$ cat config.mk
export PLATFORM = sky130hd
export DESIGN_NAME = mult_div_unit
export DESIGN_NICKNAME = d
export VERILOG_FILES = /design/src/rtl/mult_div_unit.sv
export SDC_FILE = /design/constraint.sdc
export NUM_CORES = 1
export LEC_CHECK = 0
export ABC_CLOCK_PERIOD_IN_PS = 3900
export CELL_PAD_IN_SITES_DETAIL_PLACEMENT = 1
export CELL_PAD_IN_SITES_GLOBAL_PLACEMENT = 2
export CORE_ASPECT_RATIO = 1.5
export CORE_MARGIN = 1
export CORE_UTILIZATION = 34
export CTS_CLUSTER_DIAMETER = 80
export DETAILED_ROUTE_END_ITERATION = 10
export PLACE_DENSITY = 0.87
export RECOVER_POWER = 100
export SLEW_MARGIN = 20
export SYNTH_ARGS = -nofsm -noshare
export SYNTH_HDL_FRONTEND = slang
export SYNTH_SLANG_ARGS = --single-unit
$ cat constraint.sdc
create_clock -name clk -period 3.9 [get_ports clk]
set_input_delay 1.17 -clock clk [delete_from_list [all_inputs] [get_ports clk]]
set_output_delay 1.17 -clock clk [all_outputs]
set_load 0.02 [all_outputs]
$ cat src/rtl/mult_div_unit.sv
// Iterative signed multiply/divide unit producing a Hi/Lo pair for the multicycle datapath.
// Optional build macro MULDIV_UNSIGNED_EN adds an `uns` input for multu/divu semantics.
module mult_div_unit #(
  parameter int WIDTH = 32,
  parameter int CNT_W = $clog2(WIDTH) + 1
) (
  input  logic             clk,
  input  logic             reset,
  input  logic             start,
  input  logic             op,
  input  logic [WIDTH-1:0] a,
  input  logic [WIDTH-1:0] b,
`ifdef MULDIV_UNSIGNED_EN
  input  logic             uns,
`endif
  output logic             busy,
  output logic             done,
  output logic             div_zero,
  output logic [WIDTH-1:0] hi,
  output logic [WIDTH-1:0] lo
);

  typedef enum logic [2:0] {
    S_IDLE,
    S_MUL,
    S_DIV,
    S_FIX,
    S_DONE
  } state_t;

  state_t             state_q, state_d;
  logic               op_q, op_d;
  logic               neg_a_q, neg_a_d;
  logic               neg_b_q, neg_b_d;
  logic               dz_op_q, dz_op_d;
  logic [WIDTH-1:0]   mag_b_q, mag_b_d;
  logic [2*WIDTH-1:0] acc_q, acc_d;
  logic [CNT_W-1:0]   cnt_q, cnt_d;
  logic [WIDTH-1:0]   hi_q, hi_d;
  logic [WIDTH-1:0]   lo_q, lo_d;
  logic               div_zero_q, div_zero_d;

  logic               uns_s;
  logic               sign_a, sign_b;
  logic [WIDTH-1:0]   mag_a, mag_b;
  logic [WIDTH:0]     mul_sum;
  logic [2*WIDTH-1:0] mul_next;
  logic [WIDTH:0]     div_sh;
  logic [WIDTH:0]     div_diff;
  logic [2*WIDTH-1:0] div_next;
  logic [2*WIDTH-1:0] prod_neg;
  logic [WIDTH-1:0]   quo, rem;

  always_comb begin
`ifdef MULDIV_UNSIGNED_EN
    uns_s = uns;
`else
    uns_s = 1'b0;
`endif
    sign_a = a[WIDTH-1] & ~uns_s;
    sign_b = b[WIDTH-1] & ~uns_s;
    mag_a  = sign_a ? ('0 - a) : a;
    mag_b  = sign_b ? ('0 - b) : b;
  end

  // Accumulator holds {partial product, multiplier} or {remainder, dividend/quotient}.
  always_comb begin
    mul_sum  = {1'b0, acc_q[2*WIDTH-1:WIDTH]} + (acc_q[0] ? {1'b0, mag_b_q} : '0);
    mul_next = {mul_sum, acc_q[WIDTH-1:1]};

    div_sh   = {acc_q[2*WIDTH-1:WIDTH], acc_q[WIDTH-1]};
    div_diff = div_sh - {1'b0, mag_b_q};
    if (div_sh >= {1'b0, mag_b_q}) begin
      div_next = {div_diff[WIDTH-1:0], acc_q[WIDTH-2:0], 1'b1};
    end else begin
      div_next = {div_sh[WIDTH-1:0], acc_q[WIDTH-2:0], 1'b0};
    end

    prod_neg = '0 - acc_q;
    quo      = acc_q[WIDTH-1:0];
    rem      = acc_q[2*WIDTH-1:WIDTH];
  end

  always_comb begin
    state_d    = state_q;
    op_d       = op_q;
    neg_a_d    = neg_a_q;
    neg_b_d    = neg_b_q;
    dz_op_d    = dz_op_q;
    mag_b_d    = mag_b_q;
    acc_d      = acc_q;
    cnt_d      = cnt_q;
    hi_d       = hi_q;
    lo_d       = lo_q;
    div_zero_d = div_zero_q;

    unique case (state_q)
      S_IDLE: begin
        if (start) begin
          op_d    = op;
          neg_a_d = sign_a;
          neg_b_d = sign_b;
          mag_b_d = mag_b;
          acc_d   = {{WIDTH{1'b0}}, mag_a};
          cnt_d   = CNT_W'(WIDTH);
          dz_op_d = 1'b0;
          if (op && (b == '0)) begin
            // Divide-by-zero skips the iterations but still passes through FIX
            // (without writing hi/lo) so done lands two cycles after start.
            dz_op_d    = 1'b1;
            div_zero_d = 1'b1;
            state_d    = S_FIX;
          end else if (op) begin
            div_zero_d = 1'b0;
            state_d    = S_DIV;
          end else begin
            state_d    = S_MUL;
          end
        end
      end
      S_MUL: begin
        acc_d = mul_next;
        cnt_d = cnt_q - 1'b1;
        if (cnt_q == CNT_W'(1)) state_d = S_FIX;
      end
      S_DIV: begin
        acc_d = div_next;
        cnt_d = cnt_q - 1'b1;
        if (cnt_q == CNT_W'(1)) state_d = S_FIX;
      end
      S_FIX: begin
        if (!dz_op_q) begin
          if (!op_q) begin
            {hi_d, lo_d} = (neg_a_q ^ neg_b_q) ? prod_neg : acc_q;
          end else begin
            lo_d = (neg_a_q ^ neg_b_q) ? ('0 - quo) : quo;
            hi_d = neg_a_q ? ('0 - rem) : rem;
          end
        end
        state_d = S_DONE;
      end
      S_DONE: begin
        state_d = S_IDLE;
      end
      default: begin
        state_d = S_IDLE;
      end
    endcase
  end

  always_ff @(posedge clk) begin
    if (reset) begin
      state_q    <= S_IDLE;
      op_q       <= 1'b0;
      neg_a_q    <= 1'b0;
      neg_b_q    <= 1'b0;
      dz_op_q    <= 1'b0;
      mag_b_q    <= '0;
      acc_q      <= '0;
      cnt_q      <= '0;
      hi_q       <= '0;
      lo_q       <= '0;
      div_zero_q <= 1'b0;
    end else begin
      state_q    <= state_d;
      op_q       <= op_d;
      neg_a_q    <= neg_a_d;
      neg_b_q    <= neg_b_d;
      dz_op_q    <= dz_op_d;
      mag_b_q    <= mag_b_d;
      acc_q      <= acc_d;
      cnt_q      <= cnt_d;
      hi_q       <= hi_d;
      lo_q       <= lo_d;
      div_zero_q <= div_zero_d;
    end
  end

  assign busy     = (state_q == S_MUL) || (state_q == S_DIV) || (state_q == S_FIX);
  assign done     = (state_q == S_DONE);
  assign div_zero = div_zero_q;
  assign hi       = hi_q;
  assign lo       = lo_q;

endmodule

==> flow_summary.ini <==
[worst_setup_path]
timing_worst_setup_path_type = in -> reg
ff2ff_path_depth = 9
rrSetupSlack_ps = 130
reg2reg_to = hi[13]
cp-start-kind = input pin
cp.required_ps = 4280
path_max_fanout = 4
crit_path_end_kind = flop
worstPathArrival_ps = 4160
worstReg2RegStart = acc_q[0]

[placement]
place.gp.congestion = 0.8747
portBuffers = 134
place_inst = 2421
pre_cts_ws_ps = -438.2
hpwl_mm = 40.22

[finish]
antenna_cells = 0
final_cells = 2453
utilization_pct = 41.72
drive_above_1_share_pct = 8.500
nNetsFinal = 2080
syn_to_final_growth_pct = 21.04

[sta]
hold_viol_final = 0
setup_slack_ps = 126.5
report.final.slew_viol_count = 124
fin_crit_sh_pct = 96.76
rsz0062_at_grt = false
fin_setup_tns_ps = 0
max_freq_mhz = 265.0
worst_slew_pin_slew_ps = 2040
setup_viol = 0
period_needed_ps = 3774
maxSlewHeadroom_pct = -36.01
fin_worst_skew_ps = 11.54

[power_and_ir_drop]
p_total_uw = 15270
power_density_nw_per_um2 = 928.4
p_leak_uw = 0.006614
ir_worst_vdd_v = 0.0003992

[synthesis]
ys_seq_area_share_pct = 25.64
synth_cells = 1812
synth_seq_cells = 174
syn_area_um2 = 13590
yosysWarnings = 0
synth.top_cells.by_count = nor2_1, dfxtp_1, nand2_1
synth_async_sr_flop_share_pct = 0
synth_area_leaders = dfxtp_1, nor2_1, ha_1
synth_top_flop_cell = dfxtp_1
synth_edf_count = 0
ys_types = 74
synth_most_common_cell = nor2_1
syn_nets = 1952
synthDominantCellAreaShare_pct = 25.64
synth_top_area_cell = dfxtp_1
syn_area_per_cell_um2 = 7.498

[floorplan]
start_util_pct = 34.47
dieArea_um2 = 40780
io-pin-count = 135
rows = 89
fp.dieW_um = 165.2
die_h_um = 246.8
core_um2 = 39420

[routing]
vias = 14230
wl_per_cell_um = 20.77
wirelength_mm = 50.95
drc = 24
first_pass_iters = 9
ant_nets = 0
initialDrtViolationCount = 742
vias_per_cell = 5.800

[run_status]
violations = design-rule violations, max-capacitance violations, max-slew violations
status = finished, violations left

[cts]
htree_levels = 4
numClockSinks = 174
hold_buffers = 0
cts_tree = done
cts_buffers = 17
cts_max_path_buffers = 2
clk_pin_slew_ps = 80
cts_root_buf = clkbuf_16
insertion_delay_ps = 470

[flow_run]
drv_cap = 2

[hold_path]
min_from = hi[16]
min_to = hi[16]
min_path_cells = 2
min_path_type = reg -> reg

[grt]
grt_pass1_vias = 14610
grt_overflow = 0
grt_pass1_wl_mm = 80.13
antenna_found_initial = 0
grt_start_max_net_pins = 113
grt_use_total_pct = 25.37
==> metrics by stage <==
step,instance area [um2],hold WS [ps]
2_1_floorplan,13590,441.2
3_5_place_dp,15960,445.8
6_report,16450,453.3
4_1_cts,16550,455.7
3_3_place_gp,15960,435.6
5_1_grt,16450,478.8
==> worst max-delay path by stage <==
| stage | cells past startpoint | end | startpoint | slack (ps) |
|---|---|---|---|---|
| finish | 9 | acc_q[27] | a[9] | 130 |
| global route | 8 | hi[13] | acc_q[11] | 9 |
| CTS | 10 | acc_q[30] | a[9] | 60 |
| detailed placement | 10 | acc_q[30] | a[9] | -440 |
| global placement | 9 | acc_q[29] | a[11] | -280 |
| floorplan | 8 | acc_q[27] | a[11] | 210 |
==> area by class of cell <==
class | instances | area (um2)
Clock buffer | 17 | 425.4
Multi-Input combinational cell | 1447 | 9383
Clock inverter | 15 | 168.9
Timing Repair Buffer | 237 | 2123
Fill cell | 4869 | 22970
Inverter | 63 | 236.5
Sequential cell | 174 | 3483
Tap cell | 500 | 625.6
==> logic make-up after synthesis <==
family / after synthesis / synth area share [%]
xor+xnor: 170 / 10.96
simple gates: 610 / 20.91
buf+inv: 191 / 5.286
fa+ha+maj: 72 / 6.741
flops: 174 / 25.64
compound gates: 573 / 28.68
mux: 22 / 1.787
==> critical path, stage by stage <==
cell and delay [ps]:
clkdlybuf4s50_1 430, or4_1 540, or4b_2 690, or3_1 350, nand2b_1 220, o31ai_1 310
xnor2_1 150, a21oi_1 80, nor3_1 200
==> report_power, final <==
group | internal [uW] | switching, uW | leakage, uW
Sequential | 2300 | 600 | 0.00142
Combinational | 4240 | 6330 | 0.00491
Clock | 915 | 882 | 0.000283
==> sequential cells by signal (all words and copies together) (netlist names) <==
register  cells
acc_q        64
hi           32
lo           32
mag_b_q      32
cnt_q         6
state_q       3
div_zero      1
dz_op_q       1
neg_a_q       1
neg_b_q       1
op_q          1
==> layout by cell type (no fill, tap or decap), types with 22 or more instances in the layout <==
master           netlist  final
nor2_1               246    245
dlygate4sd3_1          0     69
o31ai_1               30     30
o21ai_0              107    108
xor2_1                87     87
nor3_1                44     43
nand3_1               25     25
ha_1                  70     70
dfxtp_1              174    174
xnor2_1               83     83
nand2_1              150    150
a21o_1                35     35
a21oi_1              126    126
buf_4                  0     83
clkdlybuf4s50_1        0     64
a221oi_1              22     22
inv_1                 63     63
a211oi_1              95     95
==> per-layer routing <==
layer	share of wire, %	global-route usage, %	vias up
met5	0	0	-
met4	5.3	14.62	0
met3	3.4	2.432	111
met2	52	46.37	334
met1	40	28.03	6916
li1	-	-	6867
==> repair_timing <==
action / CTS / global route
buffers inserted: 0 / 0
setup endpoints to repair: 0 / 2
gates resized for setup: 0 / 1
Power figures use the tool's default switching activity.
